$ cat src/rtl/flexff.sv
// Register bank of WIDTH independent JK/D/T/SR flip-flops with per-bit enable,
// parallel load, per-bit change flags, a saturating change counter and a sticky SR error flag.
module flexff #(
  parameter int unsigned       WIDTH  = 8,
  parameter int unsigned       CWIDTH = 8,
  parameter logic [WIDTH-1:0]  RSTVAL = '0
) (
  input  logic              _clock,
  input  logic              _reset,
  input  logic [1:0]        _mode,
  input  logic [WIDTH-1:0]  _J,
  input  logic [WIDTH-1:0]  _K,
  input  logic [WIDTH-1:0]  _E,
  input  logic              _load,
  input  logic [WIDTH-1:0]  _loadval,
  input  logic              _clrcount,
  output logic [WIDTH-1:0]  _Q,
  output logic [WIDTH-1:0]  _QNOT,
  output logic [WIDTH-1:0]  _return,
  output logic [WIDTH-1:0]  _changed,
  output logic [CWIDTH-1:0] _count,
  output logic              _err
);

  typedef enum logic [1:0] {
    MODE_JK = 2'b00,
    MODE_D  = 2'b01,
    MODE_T  = 2'b10,
    MODE_SR = 2'b11
  } mode_e;

  mode_e             mode;
  logic [WIDTH-1:0]  q_q, q_d;
  logic [WIDTH-1:0]  op;
  logic [WIDTH-1:0]  changed_q, changed_d;
  logic [CWIDTH-1:0] count_q, count_d;
  logic              err_q, err_d;
  logic              sr_err;

  assign mode = mode_e'(_mode);

  always_comb begin
    op     = q_q;
    sr_err = 1'b0;
    q_d    = q_q;
    unique case (mode)
      MODE_JK: op = (_J & ~q_q) | (~_K & q_q);
      MODE_D:  op = _J;
      MODE_T:  op = q_q ^ _J;
      MODE_SR: begin
        // S=R=1 holds the bit; only enabled bits may raise the error.
        op     = (q_q | (_J & ~_K)) & ~(_K & ~_J);
        sr_err = |(_E & _J & _K);
      end
    endcase

    if (_load) begin
      q_d    = _loadval;
      sr_err = 1'b0;
    end else begin
      q_d = (_E & op) | (~_E & q_q);
    end

    changed_d = q_d ^ q_q;

    count_d = count_q;
    err_d   = err_q | sr_err;
    if (_clrcount) begin
      count_d = '0;
      err_d   = 1'b0;
    end else if ((|changed_d) && (count_q != '1)) begin
      count_d = count_q + CWIDTH'(1);
    end
  end

  always_ff @(posedge _clock) begin
    if (_reset) begin
      q_q       <= RSTVAL;
      changed_q <= '0;
      count_q   <= '0;
      err_q     <= 1'b0;
    end else begin
      q_q       <= q_d;
      changed_q <= changed_d;
      count_q   <= count_d;
      err_q     <= err_d;
    end
  end

  assign _Q       = q_q;
  assign _QNOT    = ~q_q;
  assign _return  = q_q;
  assign _changed = changed_q;
  assign _count   = count_q;
  assign _err     = err_q;

endmodule

$ cat config.mk
export PLATFORM = sky130hd
export DESIGN_NAME = flexff
export DESIGN_NICKNAME = d
export VERILOG_FILES = /design/src/rtl/flexff.sv
export SDC_FILE = /design/constraint.sdc
export NUM_CORES = 1
export LEC_CHECK = 0
export ABC_AREA = 0
export ABC_CLOCK_PERIOD_IN_PS = 4200
export CAP_MARGIN = 20
export CORE_ASPECT_RATIO = 0.5
export CORE_UTILIZATION = 28
export DETAILED_ROUTE_END_ITERATION = 10
export PLACE_DENSITY = 0.58
export SLEW_MARGIN = 20
export SYNTH_ARGS = -nofsm -noshare
export SYNTH_HDL_FRONTEND = slang
export SYNTH_SLANG_ARGS = --single-unit
$ cat constraint.sdc
create_clock -name _clock -period 4.2 [get_ports _clock]
set_input_delay 0.84 -clock _clock [delete_from_list [all_inputs] [get_ports _clock]]
set_output_delay 0.84 -clock _clock [all_outputs]
set_load 0.01 [all_outputs]
==> results_dict.tcl, run 1 <==
set metrics [dict create \
    status "finished, final reports clean" \
    drt-total-wl_um 4994 \
    portBuffers 78 \
    htree_levels 1 \
    min_period_ns 3.382 \
    ys_types 41 \
    skew_ns 0.006487 \
    setup_violations 0 \
    synth-edff-count 0 \
    synth_area_um2 1814 \
    drive_gt1_share_pct 4.967 \
    hpwl_um 3809 \
    ys.flop_type "dfxtp_1" \
    p_leak_nw 0.9583 \
    grt_use_total_pct 15.21 \
    async_flop_share_pct 0 \
    rsz0062_at_grt "no" \
    postSynthCellCount 239 \
    netlist.area_leader.share_pct 27.59 \
    fp.dieArea_um2 6825 \
    cts.sink_count 25 \
    final_core_util_pct 43.29 \
    synthTopCellsByCount "nand2_1, dfxtp_1, nor2_1" \
    synth_top_area_cell "dfxtp_1" \
    crit_type "input pin to register" \
    clk_latency_ns 0.27 \
    drv_slew 0 \
    yosysMostFrequentCell "nand2_1" \
    gp_congestion 0.8196 \
    cts_buffers 3 \
    vias 1906 \
    max-slew-margin-rel_pct 44.20 \
    drc_errors 0 \
    cts-root-buf "clkbuf_16" \
    r2r_cells 7 \
    cts_resized 0 \
    grt_pass1_wl_um 8245 \
    min_from "_err" \
    path_clk_slew_ns 0.06 \
    path_max_fanout 24 \
    yosys_warnings 0 \
    cp_data_arrival_time_ns 3.53 \
    startpoint_type "input pin" \
    reg2reg_to "_count[3]" \
    yosys-top-cells-area "dfxtp_1, a21oi_1, nand2_1, nor2_1, buf_4" \
    tightestPinTransition_ns 0.8345 \
    drt-initial-drc-count 116 \
    cts_tree "yes" \
    initial_core_util_pct 29.47 \
    die_w_um 115.8 \
    powerDensity_nw_per_um2 259.4 \
    insertedDiodeCount 0 \
    antenna_left 0 \
    hold_path_class "register to register" \
    die_h_um 58.92 \
    tns_ns 0 \
    grt_remaining_overflow 0 \
    clock.fmax_mhz 295.7 \
    area.growth.synth_to_final_pct 46.90 \
    worstReg2RegStart "_Q[0]" \
    wl_per_cell_um 12.81 \
    first_global_vias 1811 \
    num_rows 20 \
    fin_nets 342 \
    holdPathStages 2 \
    core_area_um2 6156 \
    synth_seq_area_share_pct 27.59 \
    grt_antenna_before_repair 0 \
    crit_required_ns 4.35 \
    viasPerCell 4.887 \
    hold_viol 0 \
    crit_path_end_kind "register" \
    syn-num-nets 278 \
    post_cts_buffers 0 \
    dr.pass1.iters 4 \
    clk_path_buf_depth 2 \
    synth_seq_cells 25 \
    holdPathEnd "_err" \
    cap_violations 0 \
    peakVddDrop_v 0.0001258 \
    finalCritPeriodShare_pct 80.52 \
    hold_buffers 0 \
    pin_count 79 \
    synth_area_per_cell_um2 7.591 \
    r2r_slack_ns 2.13 \
    grt_max_degree 40 \
]
[cell usage in the layout (no fill, tap or decap), types with 4 or more instances in the layout]
cell type	instances
nand2_1	26
a32o_1	7
a31oi_1	5
nand2b_1	7
xor2_1	7
o31ai_1	7
or3_1	6
clkdlybuf4s50_1	78
nand3_1	15
mux2i_1	7
o21ai_1	4
and2_1	9
inv_1	10
o21ai_0	5
nor2_1	25
a21oi_1	21
dfxtp_1	25
a221o_1	7
[cell type report]
cell class / instances / area (um^2)
Clock inverter: 1 / 7.507
Fill cell: 625 / 3491
Timing Repair Buffer: 80 / 795.8
Inverter: 10 / 37.54
Sequential cell: 25 / 500.5
Clock buffer: 3 / 75.07
Tap cell: 88 / 110.1
Multi-Input combinational cell: 183 / 1139
[where the power goes]
part / switching, W / leakage, nW / internal [W]
sequential: 0.0000126 / 0.205 / 0.000250
combinational: 0.0000967 / 0.716 / 0.000110
clock: 0.0000925 / 0.0371 / 0.000130
[through the flow]
step	std cells	total power (W)	setup slack (ns)	instance area, um^2	hold WS [ns]
finish	390	0.0006912	0.8182	2665	0.4927
global route	390	0.0007269	0.5547	2665	0.5173
CTS	390	0.0006988	0.8282	2665	0.5017
detailed placement	386	0.0004746	0.5561	2582	0.4874
global placement	386	0.0004726	0.6594	2582	0.4883
floorplan	239	0.0003780	1.808	1814	0.5050
[kinds of logic (layout without fill, tap and decap cells)]
family	Yosys count	after routing	synth area share, %
and+or+nand+nor	99	99	26.83
AOI/OAI and AO/OA	69	69	28.00
buffers and inverters	31	94	9.655
DFF	25	25	27.59
xor gates and xnor gates	7	7	3.379
muxes	7	7	3.862
adders and majority gates	1	1	0.6895
[registers in the layout (all words and copies together), names as in the netlist]
signal    count
_Q            8
_count        8
_changed      8
_err          1
[routing by layer]
metal	vias to the layer above	track usage (%)	part of all wire, %
met5	-	0	0
met4	0	2.747	0.80
met3	4	2.884	2.9
met2	33	26.96	48
met1	880	19.60	48
li1	989	-	-
[how the worst max path moves through the flow]
stage / slack, ns / from / end
2_1_floorplan: 1.81 / _load / _count[7]
3_3_place_gp: 0.66 / _mode[1] / _count[7]
3_5_place_dp: 0.56 / _mode[1] / _count[7]
4_1_cts: 0.83 / _mode[1] / _count[7]
5_1_grt: 0.55 / _mode[1] / _count[5]
6_report: 0.82 / _mode[1] / _count[3]
[critical path: stages]
cell             delay (ns)
clkdlybuf4s50_1        1.01
nand3_1                0.19
a32o_1                 0.30
a31oi_1                0.25
nand4_2                0.20
o31ai_4                0.49
or3_1                  0.18
a21oi_1                0.06
No activity file was read; power rests on OpenSTA's default activity.
==> run 2, diff against run 1 <==
ABC_CLOCK_PERIOD_IN_PS = 2800   (was 4200)
PLACE_DENSITY = 0.6   (was 0.58)
clock period = 2.8 ns   (was 4.2 ns; I/O delays follow)
==> results_dict.tcl, run 2 (synthesis gave the netlist of run 1 again) <==
set metrics [dict create \
    crit_chain "clkdlybuf4s50_1 -> buf_12 -> nand3_1 -> a32o_1 -> a31oi_2 -> nand4_2 -> o31ai_4 -> buf_4 -> or3_1 -> a21oi_1" \
    sw_frac_of_total_pct 29.26 \
    portBuffers 78 \
    p_switching_w 0.0003095 \
    crit_slowest_cell "clkdlybuf4s50_1" \
    crit_type "input pin to register" \
    antenna_left 0 \
    sequentialPowerShare_pct 37.2 \
    vias 1963 \
    final_core_util_pct 44.76 \
    clkPwrFrac_pct 31.5 \
    hold_buffers 0 \
    tightestPinTransition_ns 0.2897 \
    pin_count 79 \
    powerDensity_nw_per_um2 383.9 \
    drive_gt1_share_pct 7.120 \
    path_clk_slew_ns 0.06 \
    path_max_fanout 32 \
    max-slew-margin-rel_pct 80.60 \
    hold_path_class "register to register" \
    p_leak_nw 1.006 \
    insertedDiodeCount 0 \
    cap_violations 0 \
    grt_pass1_wl_um 8376 \
    peakVddDrop_v 0.0001653 \
    cts-root-buf "clkbuf_16" \
    clk_latency_ns 0.27 \
    grt_remaining_overflow 0 \
    cts_tree "yes" \
    cts_buffers 3 \
    first_global_vias 1753 \
    skew_ns 0.005706 \
    crit_path_end_kind "register" \
    comb_power_share_pct 31.3 \
    core_area_um2 6156 \
    dr.pass1.iters 4 \
    crit_required_ns 2.95 \
    gp_congestion 0.8250 \
    critPathMaxStageDelay_ns 0.51 \
    finalCritPeriodShare_pct 93.16 \
    status "finished, final reports clean" \
    drt-initial-drc-count 75 \
    wl_per_cell_um 13.36 \
    cts.sink_count 25 \
    final_cell_mix "clkdlybuf4s50_1, nand2_1, nor2_1, dfxtp_1, a21oi_1" \
    post_cts_buffers 0 \
    dp.cells 393 \
    path_delay_family "buffers and inverters" \
    setup_violations 0 \
    viasPerCell 4.945 \
    fin_nets 349 \
    clock.fmax_mhz 383.3 \
    instances_no_fill 397 \
    ff_latch_area_um2 500.5 \
    area.growth.synth_to_final_pct 51.86 \
    path_buf_inv 3 \
    p_int_w 0.0007482 \
    drt-total-wl_um 5305 \
    grt_max_degree 36 \
    drv_slew 0 \
    die_w_um 115.8 \
    die_h_um 58.92 \
    r2r_slack_ns 0.84 \
    hold_viol 0 \
    cts_resized 0 \
    initial_core_util_pct 29.47 \
    htree_levels 1 \
    grt_use_total_pct 15.46 \
    startpoint_type "input pin" \
    num_rows 20 \
    cp_data_arrival_time_ns 2.76 \
    final_common_cell "clkdlybuf4s50_1" \
    clk_path_buf_depth 2 \
    rsz0062_at_grt "no" \
    fill_cells 630 \
    min_period_ns 2.609 \
    fp.dieArea_um2 6825 \
    multi_input_area_um2 1139 \
    hpwl_um 4097 \
    p_total_w 0.001058 \
    grt_antenna_before_repair 0 \
    tns_ns 0 \
    drc_errors 0 \
]
[run 2: power groups by stage]
stage / Sequential, W / Combinational [W] / Clock (W)
floorplan: 0.000407 / 0.000160 / 0
global placement: 0.000401 / 0.000325 / 0
detailed placement: 0.000402 / 0.000330 / 0
CTS: 0.000394 / 0.000331 / 0.000341
global route: 0.000397 / 0.000355 / 0.000354
finish: 0.000394 / 0.000331 / 0.000333
[run 2: path summary, 6_finish.rpt]
kind / from / end / depth (start not counted)
setup / recovery: _mode[0] / _count[5] / 10
hold / removal: _err / _err / 2
setup reg to reg: _Q[6] / _count[7] / 8
hold reg to reg: _err / _err / 2
[run 2: cell type report]
class                      instances  share of cell area, %
clock buffer                       3                  2.725
clock inverter                     1                 0.2725
inverter                          10                  1.362
multi-input combinational        183                  41.33
sequential                        25                  18.17
tap                               88                  3.996
timing repair buffer              87                  32.15
[run 2: metal layers]
layer	track usage, %	up-vias	wire length (um)
met4	2.015	0	13
met5	0	-	0
li1	-	1001	-
met2	26.53	34	2580
met1	20.74	923	2538
met3	3.090	5	173
[run 2: worst register-to-register path, stage by stage (launching register included)]
cell and delay, ns:
dfxtp_1 0.43, inv_1 0.11, o21ai_0 0.17, and4_1 0.23
a31o_2 0.22, o31ai_4 0.07, buf_4 0.17, or3_1 0.34
a21oi_1 0.14
[run 2: through the flow]
stage,instance area (um^2),hold slack [ns],setup slack [ns]
6_report,2755,0.4942,0.1914
5_1_grt,2755,0.5323,0.09168
4_1_cts,2755,0.5054,0.2300
3_5_place_dp,2673,0.4898,-0.04608
3_3_place_gp,2673,0.4812,0.01002
2_1_floorplan,1814,0.5050,0.6875
==> run 3, diff against run 2 <==
CAP_MARGIN = default   (was 20)
CORE_MARGIN = 2   (was default)
REMOVE_ABC_BUFFERS = 1   (was default)
==> results_dict.tcl, run 3 (synthesis gave the netlist of run 1 again) <==
set metrics [dict create \
    die_h_um 60.92 \
    tightestPinTransition_ns 0.2819 \
    startpoint_type "input pin" \
    instances_no_fill 397 \
    dp.cells 393 \
    status "finished, final reports clean" \
    holdPathStages 2 \
    grt_use_total_pct 14.98 \
    fp.dieArea_um2 7179 \
    reg2reg_to "_count[0]" \
    first_global_vias 1874 \
    area.growth.synth_to_final_pct 52.41 \
    finalCritPeriodShare_pct 91.82 \
    drive_gt1_share_pct 7.120 \
    num_rows 20 \
    path_clk_slew_ns 0.07 \
    worst_slack_ns 0.2292 \
    gp_congestion 0.8432 \
    drt-initial-drc-count 122 \
    clk_path_buf_depth 2 \
    skew_ns 0.003555 \
    cp_data_arrival_time_ns 2.73 \
    crit_path_end_kind "register" \
    hold_buffers 0 \
    vias 2008 \
    tns_ns 0 \
    grt_remaining_overflow 0 \
    hpwl_um 4159 \
    wl_per_cell_um 13.63 \
    grt_max_degree 33 \
    core_area_um2 6156 \
    hold_viol 0 \
    path_max_fanout 32 \
    cts-root-buf "clkbuf_16" \
    hold_path_class "register to register" \
    cap_violations 0 \
    min_period_ns 2.571 \
    cts.sink_count 25 \
    min_from "_err" \
    r2r_cells 8 \
    antenna_left 0 \
    holdPathEnd "_err" \
    portBuffers 78 \
    drc_errors 0 \
    final_common_cell "clkdlybuf4s50_1" \
    crit_type "input pin to register" \
    htree_levels 1 \
    viasPerCell 5.058 \
    drv_slew 0 \
    rsz0062_at_grt "no" \
    cts_buffers 3 \
    die_w_um 117.8 \
    p_leak_nw 1.013 \
    peakVddDrop_v 0.0001810 \
    worstReg2RegStart "_Q[3]" \
    r2r_slack_ns 0.86 \
    dp_worst_setup_slack_ns -0.01839 \
    max-slew-margin-rel_pct 81.12 \
    setup_violations 0 \
    pin_count 79 \
    dr.pass1.iters 5 \
    insertedDiodeCount 0 \
    drt-total-wl_um 5412 \
    final_core_util_pct 44.92 \
    grt_pass1_wl_um 8707 \
    powerDensity_nw_per_um2 381.6 \
    clk_latency_ns 0.26 \
    cts_tree "yes" \
    initial_core_util_pct 29.47 \
    fin_nets 349 \
    final_cell_mix "clkdlybuf4s50_1, nand2_1, nor2_1, dfxtp_1, a21oi_1" \
    crit_required_ns 2.96 \
    post_cts_buffers 0 \
    grt_antenna_before_repair 0 \
    clock.fmax_mhz 389.0 \
    cts_resized 0 \
]
-- run 3: changes by cell type in the layout (fill, tap and decap cells not counted), sizes merged --
cell / previous run / this run
clkinv: 0 / 1
clkinvlp: 1 / 0
-- run 3: final cells by class --
class	count	area, um^2
Fill cell	633	3391
Multi-Input combinational cell	183	1139
Timing Repair Buffer	87	898.4
Sequential cell	25	500.5
Tap cell	88	110.1
Clock buffer	3	75.07
Inverter	10	37.54
Clock inverter	1	5.005
-- run 3: power breakdown --
part,leakage (nW),switching [W],internal (W)
clock,0.0409,0.000137,0.000193
combinational,0.767,0.000151,0.000181
sequential,0.205,0.0000189,0.000374
total,1.01,0.000307,0.000748
-- run 3: worst max-delay path by stage --
stage                     startpoint  slack (ns)   endpoint
after floorplan                _J[6]        0.77  _count[7]
after global placement      _mode[0]       0.004  _count[7]
after detailed placement    _mode[0]       -0.02  _count[5]
after CTS                   _mode[0]        0.25  _count[5]
after global routing        _mode[0]        0.05  _count[7]
final                       _mode[0]        0.23  _count[0]
-- run 3: through the flow --
step           hold slack (ns)  total power, W  instance area (um^2)
4_1_cts                 0.5113        0.001062                  2765
2_1_floorplan           0.5050       0.0005331                  1677
3_3_place_gp            0.4757       0.0007280                  2685
3_5_place_dp            0.4965       0.0007324                  2685
6_report                0.5076        0.001055                  2765
5_1_grt                 0.5415        0.001106                  2765
-- run 3: metal layers --
| metal | track usage, % | wire (um) |
|---|---|---|
| met4 | 4.819 | 49 |
| met5 | 0 | 0 |
| met2 | 26.66 | 2583 |
| met3 | 3.289 | 307 |
| met1 | 18.71 | 2472 |
-- run 3: worst max-delay path: stages --
cell             delay, ns
clkdlybuf4s50_1       0.51
buf_12                0.19
nand3_1               0.13
a32o_1                0.28
a31oi_2               0.23
nand4_2               0.18
o31ai_4               0.31
buf_12                0.16
or3_1                 0.11
nand2_1               0.06
